==> src/rtl/md_sequencer_pkg.sv <==
// Shared encodings for the multiply/divide sequencer: op codes, FSM states, default width.
// Latency: n/a (types and constants only).
// Backpressure: n/a.
package md_sequencer_pkg;

   localparam int MD_WIDTH = 32;

   typedef enum logic [2:0] {
      MDOP_MULT  = 3'b000,
      MDOP_MULTU = 3'b001,
      MDOP_DIV   = 3'b010,
      MDOP_DIVU  = 3'b011,
      MDOP_MTHI  = 3'b100,
      MDOP_MTLO  = 3'b101,
      MDOP_MFHI  = 3'b110,
      MDOP_MFLO  = 3'b111
   } md_op_t;

   typedef enum logic [1:0] {
      S_IDLE = 2'd0,
      S_MUL  = 2'd1,
      S_DIV  = 2'd2,
      S_FIX  = 2'd3
   } md_state_t;

   // Only MULT and DIV interpret their operands as two's complement.
   function automatic logic op_is_signed(input md_op_t op);
      return (op == MDOP_MULT) || (op == MDOP_DIV);
   endfunction

endpackage

==> src/rtl/md_iter_datapath.sv <==
// Iterative datapath: 2*WIDTH shift register {hi,lo} plus one adder/subtractor, one bit per step.
// Latency: WIDTH steps after load for a full product or quotient/remainder.
// Backpressure: none; advances only when step is high, load has priority.
// Ports: clk/rst_n (sync active-low), load (capture op_a/op_b), step (advance one bit),
//        mode_div (1 = restoring divide, 0 = shift-add multiply), op_a/op_b (unsigned magnitudes),
//        hi/lo (mul: product high/low; div: remainder/quotient).
module md_iter_datapath #(
   parameter int WIDTH = 32
) (
   input  logic             clk,
   input  logic             rst_n,
   input  logic             load,
   input  logic             step,
   input  logic             mode_div,
   input  logic [WIDTH-1:0] op_a,
   input  logic [WIDTH-1:0] op_b,
   output logic [WIDTH-1:0] hi,
   output logic [WIDTH-1:0] lo
);

   logic [WIDTH-1:0] hi_q;
   logic [WIDTH-1:0] lo_q;
   logic [WIDTH-1:0] opb_q;

   logic [WIDTH:0]   mul_sum;
   logic [WIDTH:0]   div_shift;
   logic             div_ge;
   logic [WIDTH-1:0] div_diff;

   always_comb begin
      // Multiply: add multiplicand when the current multiplier bit is set; the carry
      // becomes the new top bit after the right shift.
      mul_sum   = lo_q[0] ? ({1'b0, hi_q} + {1'b0, opb_q}) : {1'b0, hi_q};
      // Divide: the shifted remainder needs WIDTH+1 bits because it may exceed 2^WIDTH-1.
      div_shift = {hi_q, lo_q[WIDTH-1]};
      div_ge    = (div_shift >= {1'b0, opb_q});
      // When div_ge holds the true difference is below the divisor (or equals the
      // shifted value for a zero divisor), so WIDTH bits are enough.
      div_diff  = div_shift[WIDTH-1:0] - opb_q;
   end

   always_ff @(posedge clk) begin
      if (!rst_n) begin
         hi_q  <= '0;
         lo_q  <= '0;
         opb_q <= '0;
      end else if (load) begin
         hi_q  <= '0;
         lo_q  <= op_a;
         opb_q <= op_b;
      end else if (step) begin
         if (mode_div) begin
            hi_q <= div_ge ? div_diff : div_shift[WIDTH-1:0];
            lo_q <= {lo_q[WIDTH-2:0], div_ge};
         end else begin
            {hi_q, lo_q} <= {mul_sum, lo_q[WIDTH-1:1]};
         end
      end
   end

   assign hi = hi_q;
   assign lo = lo_q;

endmodule

==> src/rtl/md_sequencer.sv <==
// Multiply/divide controller beside the EX ALU; owns HI/LO and runs MULT/DIV one bit per cycle.
// Latency: MULT/DIV busy WIDTH+1 cycles after accept, HI/LO written at end of FIX; MT/MF single cycle.
// Backpressure: StallMD holds an unflushed MD op in EX while busy; non-MD instructions flow freely.
// Ports: Clock, Reset_n (sync active-low); MDStartE/MDOpE/FlushE/SrcAE/SrcBE from EX;
//        StallMD to hazard unit; BusyMD, DivZero status; MDResultE for MFHI/MFLO; HiOut/LoOut trace.
module md_sequencer
   import md_sequencer_pkg::*;
#(
   parameter int WIDTH = MD_WIDTH,
   parameter int CNT_W = 6
) (
   input  logic             Clock,
   input  logic             Reset_n,
   input  logic             MDStartE,
   input  logic [2:0]       MDOpE,
   input  logic             FlushE,
   input  logic [WIDTH-1:0] SrcAE,
   input  logic [WIDTH-1:0] SrcBE,
   output logic             StallMD,
   output logic             BusyMD,
   output logic [WIDTH-1:0] MDResultE,
   output logic             DivZero,
   output logic [WIDTH-1:0] HiOut,
   output logic [WIDTH-1:0] LoOut
);

   md_state_t        state;
   md_state_t        state_nxt;
   md_op_t           op;
   logic [CNT_W-1:0] cnt;
   logic [WIDTH-1:0] hi_q;
   logic [WIDTH-1:0] lo_q;
   logic             op_div_q;
   logic             sign_a;
   logic             sign_b;
   logic             div_zero_q;

   logic             accept;
   logic             start_mul;
   logic             start_div;
   logic             signed_op;
   logic             last_step;
   logic             dp_load;
   logic             dp_step;
   logic [WIDTH-1:0] abs_a;
   logic [WIDTH-1:0] abs_b;
   logic [WIDTH-1:0] dp_hi;
   logic [WIDTH-1:0] dp_lo;
   logic [WIDTH-1:0] fix_hi;
   logic [WIDTH-1:0] fix_lo;

   assign op        = md_op_t'(MDOpE);
   assign accept    = MDStartE & ~FlushE & ~StallMD;
   assign start_mul = accept & ((op == MDOP_MULT) | (op == MDOP_MULTU));
   assign start_div = accept & ((op == MDOP_DIV) | (op == MDOP_DIVU));
   assign signed_op = op_is_signed(op);
   assign abs_a     = (signed_op & SrcAE[WIDTH-1]) ? -SrcAE : SrcAE;
   assign abs_b     = (signed_op & SrcBE[WIDTH-1]) ? -SrcBE : SrcBE;
   assign last_step = (cnt == CNT_W'(WIDTH - 1));

   // FSM next state and control outputs.
   always_comb begin
      state_nxt = state;
      BusyMD    = (state != S_IDLE);
      StallMD   = MDStartE & ~FlushE & (state != S_IDLE);
      dp_load   = 1'b0;
      dp_step   = 1'b0;
      DivZero   = 1'b0;
      case (state)
         S_IDLE: begin
            if (start_mul) begin
               dp_load   = 1'b1;
               state_nxt = S_MUL;
            end else if (start_div) begin
               dp_load   = 1'b1;
               state_nxt = S_DIV;
            end
         end
         S_MUL, S_DIV: begin
            dp_step = 1'b1;
            if (last_step) begin
               state_nxt = S_FIX;
            end
         end
         S_FIX: begin
            DivZero   = op_div_q & div_zero_q;
            state_nxt = S_IDLE;
         end
         default: state_nxt = S_IDLE;
      endcase
   end

   always_ff @(posedge Clock) begin
      if (!Reset_n) begin
         state <= S_IDLE;
      end else begin
         state <= state_nxt;
      end
   end

   // Sign fix-up of the unsigned magnitudes. A zero divisor leaves the dividend
   // magnitude in the remainder, so HI = dividend falls out of the remainder sign rule;
   // only LO needs forcing.
   always_comb begin
      fix_hi = dp_hi;
      fix_lo = dp_lo;
      if (!op_div_q) begin
         if (sign_a ^ sign_b) begin
            {fix_hi, fix_lo} = -{dp_hi, dp_lo};
         end
      end else begin
         fix_lo = (sign_a ^ sign_b) ? -dp_lo : dp_lo;
         fix_hi = sign_a ? -dp_hi : dp_hi;
         if (div_zero_q) begin
            fix_lo = '1;
         end
      end
   end

   always_ff @(posedge Clock) begin
      if (!Reset_n) begin
         cnt        <= '0;
         hi_q       <= '0;
         lo_q       <= '0;
         op_div_q   <= 1'b0;
         sign_a     <= 1'b0;
         sign_b     <= 1'b0;
         div_zero_q <= 1'b0;
      end else begin
         if (dp_load) begin
            cnt        <= '0;
            op_div_q   <= start_div;
            sign_a     <= signed_op & SrcAE[WIDTH-1];
            sign_b     <= signed_op & SrcBE[WIDTH-1];
            div_zero_q <= (SrcBE == '0);
         end else if (dp_step) begin
            cnt <= cnt + 1'b1;
         end
         // An MT op can never be accepted during FIX because StallMD covers that cycle.
         if (state == S_FIX) begin
            hi_q <= fix_hi;
            lo_q <= fix_lo;
         end else if (accept && (op == MDOP_MTHI)) begin
            hi_q <= SrcAE;
         end else if (accept && (op == MDOP_MTLO)) begin
            lo_q <= SrcAE;
         end
      end
   end

   always_comb begin
      MDResultE = '0;
      if (accept && (op == MDOP_MFHI)) begin
         MDResultE = hi_q;
      end else if (accept && (op == MDOP_MFLO)) begin
         MDResultE = lo_q;
      end
   end

   assign HiOut = hi_q;
   assign LoOut = lo_q;

   md_iter_datapath #(
      .WIDTH (WIDTH)
   ) u_datapath (
      .clk      (Clock),
      .rst_n    (Reset_n),
      .load     (dp_load),
      .step     (dp_step),
      .mode_div (state == S_DIV),
      .op_a     (abs_a),
      .op_b     (abs_b),
      .hi       (dp_hi),
      .lo       (dp_lo)
   );

endmodule

==> config.mk <==
export PLATFORM = sky130hd
export DESIGN_NAME = md_sequencer
export DESIGN_NICKNAME = d
export VERILOG_FILES = /design/src/rtl/md_sequencer_pkg.sv /design/src/rtl/md_iter_datapath.sv /design/src/rtl/md_sequencer.sv
export SDC_FILE = /design/constraint.sdc
export NUM_CORES = 1
export LEC_CHECK = 0
export BUFFER_PORTS_ARGS = -buffer_cell sky130_fd_sc_hd__buf_2
export CAP_MARGIN = 5
export CORE_UTILIZATION = 55
export CTS_CLUSTER_DIAMETER = 100
export CTS_CLUSTER_SIZE = 10
export DETAILED_ROUTE_END_ITERATION = 10
export PLACE_DENSITY = 0.85
export SLEW_MARGIN = 40
export SYNTH_ARGS = -nofsm -noshare
export SYNTH_HDL_FRONTEND = slang
export SYNTH_SLANG_ARGS = --single-unit
export TNS_END_PERCENT = 100
==> constraint.sdc <==
create_clock -name Clock -period 2.8 [get_ports Clock]
set_input_delay 0.28 -clock Clock [delete_from_list [all_inputs] [get_ports Clock]]
set_output_delay 0.28 -clock Clock [all_outputs]
set_load 0.005 [all_outputs]
; ---- Word level (Yosys, flattened, before mapping)
; Index checks and enable logic that the tools add are counted.
[classes]
bitwise = 14
eq_ne = 14
n_mux = 31
n_reduce_logical = 16
order_cmp = 1
addsub = 8
[op_table]
columns = cell, n
row1 = 32-bit 2-to-1 mux, 21
row2 = 32-bit negation, 4
row3 = 64-bit negation, 1
row4 = 32-bit by 32-bit adder with 33-bit output, 1
row5 = 33-bit by 32-bit greater-or-equal comparator with 1-bit output, 1
row6 = 33-bit 2-to-1 mux, 1
row7 = 32-bit zero test, 1
row8 = 32-bit subtractor, 1
row9 = 3-bit == test (second input constant), 4
row10 = 1-bit bitwise AND, 8
row11 = 2-bit nonzero test, 4
row12 = 6-bit by 1-bit adder with 6-bit output (second input constant), 1
row13 = 3-bit by 2-bit == test with 1-bit output (second input constant), 2
row14 = 6-bit by 5-bit == test with 1-bit output (second input constant), 1
row15 = 2-bit 2-to-1 mux, 3
row16 = 2-bit one-hot mux with 3 select lines, 1
row17 = 1-bit 2-to-1 mux, 5
row18 = 2-bit == test (second input constant), 2
row19 = 1-bit logical AND, 4
row20 = 2-bit inequality test (second input constant), 2
row21 = 2-bit AND reduction, 2
row22 = 2-bit OR reduction, 2
row23 = 3-bit by 1-bit == test with 1-bit output (second input constant), 1
row24 = 3-bit zero test, 1
row25 = 7 further kinds, 10
[totals]
wordCells = 95
register_bits = 172
out_inout_bits = 99
in_bits = 71

; ---- Longest topological paths before layout
[logic_depth]
word_depth = 10
mapped_depth = 14
mapped_depth_nobuf = 13

; ---- Modules after synthesis
; A second synthesis with hierarchy kept.
[hier_totals]
hier_cells = 2023
area_unflattened_um2 = 15676.3
[modules_own_cells]
columns = mod, seq_area_each_um2, area_per_inst_um2, cells_each, instances
row1 = md_iter_datapath, 1921.8, 8485.6, 1086, 1
row2 = md_sequencer, 1521.5, 7190.6, 937, 1

; ---- Worst setup path before layout
; Ideal clock, no wire load.
[synth_path]
path_type = reg2reg
from = register u_datapath.lo_q[31] (netlist: u_datapath.lo[31])
to = register u_datapath.hi_q[26] (netlist: u_datapath.hi[26])
path_stages_with_launch = 14
setup_time_ps = 124
synth_period_minus_slack_ps = 3024
n_path_buf = 0
required_time_ps = 2676
arrival_time_ps = 2900
setup_slack_ps = -224
cell_sequence = dfxtp_1 > inv_1 > ha_1 > inv_1 > fa_1 > a211oi_1 > o21bai_1 > o22ai_1 > a211oi_1 > o31ai_1 > o21ai_0 > xor2_1 > a221oi_1 > a21oi_1
[synth_between]
elab_chain_len = 3
elab_cells_between_ends = 4
cone_classes = add/sub (1) / order compare (1) / mux (2)
[synth_rtl]
columns = element, line_no
row1 = from (decl), md_iter_datapath.sv:22  ; logic [WIDTH-1:0] lo_q;
row2 = from (signal assigned), md_iter_datapath.sv:49  ; lo_q <= op_a;
row3 = from (signal assigned), md_iter_datapath.sv:54  ; lo_q <= {lo_q[WIDTH-2:0], div_ge};
row4 = from (signal assigned), md_iter_datapath.sv:56  ; {hi_q, lo_q} <= {mul_sum, lo_q[WIDTH-1:1]};
row5 = 32-bit subtractor or 33-bit by 32-bit greater-or-equal comparator with 1-bit output (tied branches), "md_iter_datapath.sv:39, md_iter_datapath.sv:36"
row6 = 32-bit 2-to-1 mux (*), md_iter_datapath.sv:53  ; hi_q <= div_ge ? div_diff : div_shift[WIDTH-1:0];
row7 = 32-bit 2-to-1 mux (*), md_iter_datapath.sv:52  ; if (mode_div) begin
row8 = to (signal assigned), md_iter_datapath.sv:53
row9 = to (signal assigned), md_iter_datapath.sv:56
row10 = to (decl), md_iter_datapath.sv:21  ; logic [WIDTH-1:0] hi_q;
; Mark *: on every way between the ends. The rest lies on a longest branch, timed or not.
; A chain may end at the register's enable or synchronous reset.

; ---- Worst setup path in the final report
[layout_path]
from = register u_datapath.lo_q[31] (netlist: u_datapath.lo[31])
to = register u_datapath.hi_q[30] (netlist: u_datapath.hi[30])
; The elaborated chain is that of the path after synthesis.

==> key figures <==
Placed design
  • Port buffer count: 169
  • Pre-CTS setup slack: -0.3149 ns
  • Area post-placement: 18610 sq um
  • GPL Wtd Cong: 1.044
  • Post-DP HPWL: 42720 um

Cells and area
  • Share of cells above drive strength 1: 30.93%
  • Register Area: 3458 sq um
  • Util after Layout: 74.52%
  • Diode count: 0
  • Area grow syn2layout: 32.23%
  • Nets@finish: 2576
  • Fin area: 20190 sq um
  • Most frequent cells in the layout: buf_4, nand2_1, a21oi_1
  • Area of the multi-input gates: 11820 sq um
  • Fillers: 2032
  • Commonest non-fill, non-tap cell in the layout: buf_4

CTS
  • CTS clk-pin slew, worst paths: 0.08 ns
  • H-Tree Level Count: 4
  • Post-CTS Hold Buffers: 0
  • Num CTS Buffers: 17
  • CTS sink cnt: 172
  • Clk_lat worst skew: 0.45 ns
  • Clock Path Buffers: 2
  • Root Buffer Master: clkbuf_16
  • CTS tree: done

Route
  • Via count: 17956
  • Drt via density: 6.376
  • Antenna viol nets, final: 0
  • DR pass1 iterations: 6
  • DR WL/cell: 20.76 um
  • Final wirelength: 58460 um
  • DRC: 0
  • Initial DRC count: 2065

Global routing
  • First-pass GRT wire length: 88840 um
  • Total GRT Usage: 39.45%
  • Antenna violations before repair: 0
  • Congestion Overflow GR: 0
  • Largest net degree at the start of global routing: 113
  • Vias in the first global route: 17012

Timing
  • Fin. max-slew vios: 0
  • Min Clock Period, post-route: 2.881 ns
  • Final Hold Fails: 0
  • Slew @ Worst Pin: 0.6751 ns
  • RSZ-0062 raised after global routing: true
  • Fmax: 347.2 MHz
  • Final setup margin: -0.08057 ns
  • Worst rel slew slack: 54.83%
  • Setup violations, final: 12
  • Clk_skew: 0.02044 ns
  • Final period util: 102.9%
  • Setup TNS Final: -0.3677 ns

Synthesis
  • Synth top area cells: dfxtp_1, a21oi_1, mux2i_1, xnor2_1, ha_1
  • Cell variety after synth: 85
  • Asr flop ratio synth: 0%
  • FF+latch count, synth: 172
  • Yosys Warn Count: 0
  • Post-synth EDFFs: 0
  • Synth Cell Area: 15270 sq um
  • Syn avg cell area: 7.527 sq um
  • Register area share after synthesis: 22.55%
  • Synth Flop Type: dfxtp_1
  • Top-area cell type share of the netlist area: 22.55%
  • Area leader, netlist: dfxtp_1
  • Post-Syn Nets: 2174
  • Synth Instances: 2029

Floorplanning
  • Chip Width: 168.6 um
  • Total core area: 27100 sq um
  • Die area: 28440 sq um
  • IO Pins: 170
  • Die height: 168.6 um
  • Effective utilization at floorplan: 56.35%
  • # rows: 60

Setup path
  • Worst path required time: 3.18 ns
  • WP data arrival: 3.26 ns
  • Startpoint types: flip-flop
  • Crit path kind: flip-flop to flip-flop
  • CP endpoint kind: flip-flop
  • Critical path peak fanout: 3

Power and ir drop
  • Peak VDD IR: 0.6311 mV
  • Total power: 0.02421 W
  • Pwr dens: 1199 nW/um^2
  • Leak: 9.143 nW

Status
  • Failing checks: negative setup slack
  • Outcome: finished with violations

Worst hold path
  • Min-Delay Path Class: input pin to flip-flop

Flow run
  • Number of max-cap violations: 0
## worst max-delay path: stages, from the launching register on
cell      delay, ns
dfxtp_2        0.33
inv_2          0.06
ha_4           0.13
inv_2          0.04
fa_2           0.39
a211oi_4       0.33
o21bai_2       0.14
o22ai_2        0.21
a211oi_2       0.14
o31ai_2        0.19
buf_4          0.18
o31a_1         0.18
a21oi_2        0.07
or3_1          0.34
nand3_1        0.09
## path summary, 6_finish.rpt
| kind | startpoint | to | slack (ns) | depth (start not counted) |
|---|---|---|---|---|
| setup reg to reg | u_datapath.lo[31]$_SDFFE_PN0P_ | u_datapath.hi[30]$_SDFFE_PP0N_ | -0.08 | 14 |
| hold / removal | MDOpE[1] | op_div_q$_SDFFE_PN0P_ | 0.18 | 3 |
| hold reg to reg | u_datapath.opb_q[31]$_SDFFE_PN0P_ | u_datapath.opb_q[31]$_SDFFE_PN0P_ | 0.49 | 2 |
| setup / recovery | u_datapath.lo[31]$_SDFFE_PN0P_ | u_datapath.hi[30]$_SDFFE_PP0N_ | -0.08 | 14 |
## layer usage
layer,vias to the layer above,routed length [um],GRT usage (%)
met2,1079,27460,68.23
met5,-,0,0
met1,8457,23100,48.30
met4,0,2483,17.47
met3,210,5421,6.196
li1,8210,-,-
## cell type report
type / instances / area share [%]
repair buffers: 517 / 17.76
multi-input cells: 1653 / 58.54
well taps: 372 / 2.305
clock inverters: 14 / 0.8488
clock buffers: 18 / 2.125
flip-flops and latches: 172 / 17.13
inverters: 70 / 1.301
## cells by family after synthesis
group                    after synthesis  synth area share [%]
XOR/XNOR                             159                 9.118
flip-flops                           172                 22.55
buffers and inverters                204                 5.079
AND/OR/NAND/NOR                      625                 20.03
AO/OA/AOI/OAI                        656                 27.58
multiplexers                         139                 9.487
adder cells (fa/ha/maj)               74                 6.161
## report_power, final
| part | internal [W] | switching (W) | total [W] | leakage [nW] |
|---|---|---|---|---|
| Combinational | 0.00831 | 0.00980 | 0.0181 | 7.44 |
| Sequential | 0.00296 | 0.000605 | 0.00356 | 1.40 |
| Clock | 0.00129 | 0.00125 | 0.00254 | 0.294 |
## registers in the layout (all words and copies together) (netlist names)
name and cells:
u_datapath.lo 32, u_datapath.opb_q 32, op_div_q 1, div_zero_q 1, state 2, sign_a 1, sign_b 1, HiOut 32
cnt 6, LoOut 32, u_datapath.hi 32
## Yosys cell counts, types with 12 or more instances
master / number
nand4_1: 18
xor2_1: 56
mux2_2: 34
a211oi_1: 17
nor3_1: 35
mux2_1: 12
nand3_1: 33
xnor2_1: 103
o21ai_0: 169
nor2_1: 175
inv_1: 68
a31oi_1: 26
nand2b_1: 13
mux2i_1: 93
ha_1: 72
o211a_1: 50
a21oi_1: 198
dfxtp_1: 172
o22ai_1: 15
and3_1: 12
o41ai_1: 12
a221oi_1: 12
a21o_1: 22
o31ai_1: 16
nor4_1: 18
o211ai_1: 20
clkbuf_1: 117
or3_1: 18
nand2_1: 206
nor2b_1: 23
o21ai_1: 14
## per-stage QoR
stage          hold slack (ns)  std cells
2_1_floorplan           0.4249       2029
3_3_place_gp            0.4739       2755
3_5_place_dp            0.4834       2755
4_1_cts                 0.1651       2802
5_1_grt                 0.1718       2816
6_report                0.1757       2816
## what timing repair did
item                                    in CTS  in global routing
setup buffers                               15                 17
endpoints found under the setup margin      27                 43
resized for setup                           50                112
pin swaps                                   22                 55
Power figures use the tool's default switching activity.
